--- src/rtl/yolo_pkg.sv ---
// Shared constants and types for the YOLOv3-tiny final-layer OFM result path.
package yolo_pkg;

  localparam int DATA_WIDTH   = 64;
  localparam int OFM_RAM_SIZE = 2378675;

  // Final-layer output region inside the OFM RAM
  localparam int BASE_ADDR    = 1393600;
  localparam int OFM_SIZE     = 5;
  localparam int NUM_FILTER   = 255;
  localparam int TOTAL_WORDS  = NUM_FILTER * OFM_SIZE * OFM_SIZE;

  localparam int ADDR_W = $clog2(OFM_RAM_SIZE);
  localparam int COL_W  = $clog2(OFM_SIZE);
  localparam int CH_W   = $clog2(NUM_FILTER);
  localparam int TAG_W  = 3;

  typedef enum logic [1:0] {
    ST_IDLE,
    ST_READ,
    ST_DRAIN
  } state_t;

  typedef struct packed {
    logic eor;
    logic eoc;
    logic last;
  } tag_t;

endpackage

--- src/rtl/ofm_result_streamer_skid_fifo2.sv ---
// Two-entry fall-through FIFO: a word pushed into an empty FIFO is visible
// on the output in the same cycle and may be popped without being stored.
module skid_fifo2 #(
  parameter int WIDTH = 8
) (
  input  logic             clk,
  input  logic             rst_n,
  input  logic             push,
  input  logic [WIDTH-1:0] push_data,
  input  logic             pop,
  output logic             out_valid,
  output logic [WIDTH-1:0] out_data,
  output logic [1:0]       count
);

  logic [WIDTH-1:0] mem_reg [2];
  logic             wr_ptr_reg;
  logic             rd_ptr_reg;
  logic [1:0]       count_reg;
  logic             empty;
  logic             store;
  logic             drop;

  assign empty = (count_reg == 2'd0);
  // A push consumed directly by a pop on an empty FIFO never touches storage.
  assign store = push && !(empty && pop);
  assign drop  = pop && !empty;

  assign out_valid = !empty || push;
  assign out_data  = !empty ? mem_reg[rd_ptr_reg] : (push ? push_data : '0);
  assign count     = count_reg;

  always_ff @(posedge clk) begin
    if (store) begin
      mem_reg[wr_ptr_reg] <= push_data;
    end
  end

  always_ff @(posedge clk or negedge rst_n) begin
    if (!rst_n) begin
      wr_ptr_reg <= 1'b0;
      rd_ptr_reg <= 1'b0;
      count_reg  <= 2'd0;
    end else begin
      if (store) begin
        wr_ptr_reg <= ~wr_ptr_reg;
      end
      if (drop) begin
        rd_ptr_reg <= ~rd_ptr_reg;
      end
      count_reg <= count_reg + {1'b0, store} - {1'b0, drop};
    end
  end

endmodule

--- src/rtl/ofm_result_streamer.sv ---
// Reads the final-layer OFM region after done_CNN and streams it out in
// channel-major, row-major order with row/channel/frame end tags.
module ofm_result_streamer
  import yolo_pkg::*;
(
  input  logic                  clk,
  input  logic                  rst_n,
  input  logic                  start,
  output logic                  ram_rd_en,
  output logic [ADDR_W-1:0]     ram_addr,
  input  logic [DATA_WIDTH-1:0] ram_rd_data,
  output logic                  m_valid,
  input  logic                  m_ready,
  output logic [DATA_WIDTH-1:0] m_data,
  output logic                  m_eor,
  output logic                  m_eoc,
  output logic                  m_last,
  output logic                  busy,
  output logic                  done
);

  generate
    if (BASE_ADDR + TOTAL_WORDS > OFM_RAM_SIZE) begin : g_range_check
      $error("final-layer OFM region does not fit in the OFM RAM");
    end
  endgenerate

  state_t                     state_reg;
  logic [ADDR_W-1:0]          rd_ptr_reg;
  logic [COL_W-1:0]           col_reg;
  logic [COL_W-1:0]           row_reg;
  logic [CH_W-1:0]            ch_reg;
  logic                       inflight_reg;
  tag_t                       tag_pipe_reg;
  logic                       done_reg;

  logic [1:0]                 fifo_count;
  logic [2:0]                 occupancy;
  logic                       issue;
  logic                       pop;
  logic                       drain_done;
  tag_t                       issue_tag;
  logic [DATA_WIDTH+TAG_W-1:0] fifo_out;

  // Words held in the FIFO plus the one returning from the RAM never exceed two.
  assign occupancy = {1'b0, fifo_count} + {2'b0, inflight_reg};
  assign issue     = (state_reg == ST_READ) && (occupancy < 3'd2);
  assign pop       = m_valid && m_ready;
  assign drain_done = (occupancy == {2'b0, pop});

  assign issue_tag.eor  = (col_reg == COL_W'(OFM_SIZE - 1));
  assign issue_tag.eoc  = issue_tag.eor && (row_reg == COL_W'(OFM_SIZE - 1));
  assign issue_tag.last = issue_tag.eoc && (ch_reg == CH_W'(NUM_FILTER - 1));

  always_ff @(posedge clk or negedge rst_n) begin
    if (!rst_n) begin
      state_reg    <= ST_IDLE;
      rd_ptr_reg   <= '0;
      col_reg      <= '0;
      row_reg      <= '0;
      ch_reg       <= '0;
      inflight_reg <= 1'b0;
      tag_pipe_reg <= '0;
      done_reg     <= 1'b0;
    end else begin
      done_reg     <= 1'b0;
      inflight_reg <= issue;
      if (issue) begin
        tag_pipe_reg <= issue_tag;
        rd_ptr_reg   <= rd_ptr_reg + ADDR_W'(1);
        if (issue_tag.eor) begin
          col_reg <= '0;
          if (issue_tag.eoc) begin
            row_reg <= '0;
            ch_reg  <= ch_reg + CH_W'(1);
          end else begin
            row_reg <= row_reg + COL_W'(1);
          end
        end else begin
          col_reg <= col_reg + COL_W'(1);
        end
      end
      case (state_reg)
        ST_IDLE: begin
          // done_reg high means we just finished; a start in that cycle is dropped
          if (start && !done_reg) begin
            state_reg  <= ST_READ;
            rd_ptr_reg <= ADDR_W'(BASE_ADDR);
            col_reg    <= '0;
            row_reg    <= '0;
            ch_reg     <= '0;
          end
        end
        ST_READ: begin
          if (issue && issue_tag.last) begin
            state_reg <= ST_DRAIN;
          end
        end
        ST_DRAIN: begin
          if (drain_done) begin
            state_reg <= ST_IDLE;
            done_reg  <= 1'b1;
          end
        end
        default: state_reg <= ST_IDLE;
      endcase
    end
  end

  skid_fifo2 #(
    .WIDTH(DATA_WIDTH + TAG_W)
  ) u_fifo (
    .clk       (clk),
    .rst_n     (rst_n),
    .push      (inflight_reg),
    .push_data ({ram_rd_data, tag_pipe_reg}),
    .pop       (pop),
    .out_valid (m_valid),
    .out_data  (fifo_out),
    .count     (fifo_count)
  );

  assign m_data    = fifo_out[DATA_WIDTH+TAG_W-1:TAG_W];
  assign m_eor     = fifo_out[2];
  assign m_eoc     = fifo_out[1];
  assign m_last    = fifo_out[0];
  assign ram_rd_en = issue;
  assign ram_addr  = rd_ptr_reg;
  assign busy      = (state_reg != ST_IDLE);
  assign done      = done_reg;

endmodule

--- config.mk ---
export PLATFORM = sky130hd
export DESIGN_NAME = ofm_result_streamer
export DESIGN_NICKNAME = d
export VERILOG_FILES = /design/src/rtl/yolo_pkg.sv /design/src/rtl/ofm_result_streamer_skid_fifo2.sv /design/src/rtl/ofm_result_streamer.sv
export SDC_FILE = /design/constraint.sdc
export NUM_CORES = 1
export LEC_CHECK = 0
export ABC_AREA = 1
export CAP_MARGIN = 5
export CELL_PAD_IN_SITES_DETAIL_PLACEMENT = 2
export CELL_PAD_IN_SITES_GLOBAL_PLACEMENT = 2
export CORE_MARGIN = 1
export CORE_UTILIZATION = 28
export CTS_BUF_LIST = sky130_fd_sc_hd__clkbuf_4 sky130_fd_sc_hd__clkbuf_8
export CTS_CLUSTER_DIAMETER = 200
export DETAILED_ROUTE_END_ITERATION = 6
export GPL_ROUTABILITY_DRIVEN = 0
export PLACE_DENSITY_LB_ADDON = 0.1
export SLEW_MARGIN = 30
export SYNTH_ARGS = -nofsm -noshare
export SYNTH_HDL_FRONTEND = slang
export SYNTH_HIERARCHICAL = 1
export SYNTH_SLANG_ARGS = --single-unit
export TNS_END_PERCENT = 100
--- constraint.sdc ---
create_clock -name clk -period 6.3 [get_ports clk]
set_clock_uncertainty 0.15 [all_clocks]
set_input_delay 1.26 -clock clk [delete_from_list [all_inputs] [get_ports clk]]
set_output_delay 1.26 -clock clk [all_outputs]
set_load 0.02 [all_outputs]
==> results.sh <==
export IMPL_outcome="completed"
export IMPL_ir_drop_uv=165.4
export IMPL_fin_crit_sh=0.7171
export IMPL_grt_pass1_wl_um=39480
export IMPL_io_buffers=160
export IMPL_cts_hold_buf=0
export IMPL_rsz0062_at_grt="false"
export IMPL_nNetsFinal=1096
export IMPL_worstSetupEndpoint="m_data[31]"
export IMPL_power_density_nw_per_um2=484.6
export IMPL_dr_first_iter_drc_count=218
export IMPL_maxCapViolations=0
export IMPL_post_route_util=0.3649
export IMPL_p_sw_mw=2.269
export IMPL_path_class="flip-flop to output pin"
export IMPL_die_y_um=175.6
export IMPL_core_area_sq_um=29640
export IMPL_post_cts_buffers=0
export IMPL_max_clock_path_buffers=2
export IMPL_multi_input_area_sq_um=2562
export IMPL_dieArea_sq_um=30820
export IMPL_ys_seq_area_frac=0.6165
export IMPL_synth_cells=870
export IMPL_via_per_inst=4.704
export IMPL_yosysMostFrequentCell="nand2_1"
export IMPL_die_w_um=175.6
export IMPL_fin_setup_tns_ns=0
export IMPL_power_frac_comb=0.505
export IMPL_synthTopCellsByArea="edfxtp_1, dfrtp_1, nand2_1, o211ai_1, inv_1"
export IMPL_arrival_ns=3.11
export IMPL_cts_resized=0
export IMPL_cp_startpoint="u_fifo/count[1]"
export IMPL_ys_ff_latch=181
export IMPL_holdCritPathClass="flip-flop to flip-flop"
export IMPL_synth_cell_type_count=28
export IMPL_totalPowerFinal_mw=5.240
export IMPL_overflow=0
export IMPL_wl_per_cell_um=17.04
export IMPL_hold_ws_ns=0.3321
export IMPL_crit_required_ns=4.89
export IMPL_synth_top_area_frac=0.4771
export IMPL_place_area_sq_um=10410
export IMPL_fmax_mhz=221.4
export IMPL_slew_headroom=0.4657
export IMPL_grt_usage=0.1643
export IMPL_seq_area_sq_um=5201
export IMPL_worstSkewPairLatency_ns=0.46
export IMPL_p_int_mw=2.971
export IMPL_vias=6679
export IMPL_synth_nets=949
export IMPL_synth_edf_count=134
export IMPL_ant_nets=0
export IMPL_grt_pass1_vias=7154
export IMPL_start_util=0.2846
export IMPL_cts_sinks=181
export IMPL_htreeDepth=4
export IMPL_slew_violations=0
export IMPL_yosysWarnings=6
export IMPL_antenna_found_initial=0
export IMPL_fin_area_sq_um=10810
export IMPL_r2r_slack_ns=2.46
export IMPL_end_kind="output pin"
export IMPL_synth_commonest_cells="nand2_1, edfxtp_1, inv_1"
export IMPL_rows=63
export IMPL_area_growth_pct=28.22
export IMPL_cp_max_fo=38
export IMPL_ios=161
export IMPL_p_clk_frac=0.155
export IMPL_layoutNonFillerInstCount=1420
export IMPL_drive_gt1_frac=0.05437
export IMPL_wirelength_um=24190
export IMPL_reg2reg_to="u_fifo/mem_reg[0][64]"
export IMPL_startpoint_type="flip-flop"
export IMPL_cts_tree="yes"
export IMPL_drc=0
export IMPL_fillers=3277
export IMPL_placed_cells=1388
export IMPL_fin_crit_ns=4.518
export IMPL_cts_buffers=17
export IMPL_swShare=0.4331
export IMPL_ys_flop_type="edfxtp_1"
export IMPL_r2r_start="u_fifo/count[1]"
export IMPL_worst_r2r_cell_count=9
export IMPL_first_pass_iters=5
export IMPL_yosysTopAreaCell="edfxtp_1"
export IMPL_hpwlAfterDp_um=15860
export IMPL_synth_area_sq_um=8434
export IMPL_syn_area_per_cell_sq_um=9.695
export IMPL_diodes=0
export IMPL_worstMarginPinSlew_ns=0.7987
export IMPL_setup_ws_ns=1.782
export IMPL_setup_violations=0
export IMPL_seqPwrFrac=0.340
export IMPL_path_clk_slew_ns=0.10
export IMPL_hold_viol_final=0
export IMPL_cts_root_buf="clkbuf_8"
export IMPL_grt_max_degree=58
export IMPL_p_leak_nw=4.519
export IMPL_pre_cts_ws_ns=2.201
export IMPL_largest_reg_flops=134
export IMPL_async_reset_ff_frac=0.2597
==> critical path, cell delays in order, from the launching register on <==
cell,delay [ns]
dfrtp_1,0.49
inv_2,0.07
nand2_2,0.59
buf_4,0.57
o211ai_1,0.18
nand2_1,0.10
clkdlybuf4s50_1,0.65
==> final cells by class <==
| class | count | share of cell area |
|---|---|---|
| Clock buffer | 17 | 0.02164 |
| Clock inverter | 15 | 0.01539 |
| Inverter | 130 | 0.04559 |
| Multi-Input combinational cell | 519 | 0.2370 |
| Sequential cell | 181 | 0.4810 |
| Tap cell | 390 | 0.04512 |
| Timing Repair Buffer | 168 | 0.1543 |
==> power groups by stage <==
stage / clock network, mW / logic, mW / registers, mW
global route: 0.891 / 2.90 / 1.82
global placement: 0 / 2.68 / 1.80
floorplan: 0 / 1.52 / 1.79
finish: 0.812 / 2.65 / 1.78
detailed placement: 0 / 2.71 / 1.81
CTS: 0.852 / 2.72 / 1.79
==> cells in the final DEF, fill, tap and decap left out, types with 11 or more instances in the layout <==
master / Yosys / layout
a21oi_1: 18 / 18
clkbuf_8: 0 / 17
clkdlybuf4s50_1: 0 / 159
dfrtp_1: 47 / 46
edfxtp_1: 134 / 134
ha_1: 11 / 11
inv_1: 126 / 125
nand2_1: 233 / 233
nand3_1: 93 / 93
nor2_1: 49 / 48
o211ai_1: 67 / 67
o21ai_0: 18 / 18
==> layer usage <==
metal / global-route usage / vias up / routed length [um]
met5: 0 / - / 0
met4: 0.04275 / 0 / 280
met3: 0.02359 / 20 / 720
met2: 0.2841 / 111 / 12090
met1: 0.2143 / 3348 / 11100
li1: - / 3200 / -
==> logic make-up after synthesis <==
group / count (synthesis) / synth area share
simple gates: 403 / 0.2035
flops: 181 / 0.6165
buf+inv: 170 / 0.08114
compound gates: 105 / 0.08248
fa+ha+maj: 11 / 0.01632
==> worst min-delay path by stage <==
stage | endpoint | slack (ns) | cells after the start | start
after floorplan | u_fifo/wr_ptr_reg | 0.29 | 2 | u_fifo/wr_ptr_reg
after global placement | u_fifo/wr_ptr_reg | 0.31 | 2 | u_fifo/wr_ptr_reg
after detailed placement | u_fifo/wr_ptr_reg | 0.32 | 2 | u_fifo/wr_ptr_reg
after CTS | u_fifo/wr_ptr_reg | 0.34 | 2 | u_fifo/wr_ptr_reg
after global routing | u_fifo/mem_reg[1][0] | 0.37 | 0 | tag_pipe_reg[0]
final | u_fifo/wr_ptr_reg | 0.33 | 2 | u_fifo/wr_ptr_reg
Note: power is estimated with default switching activity, not from simulation.
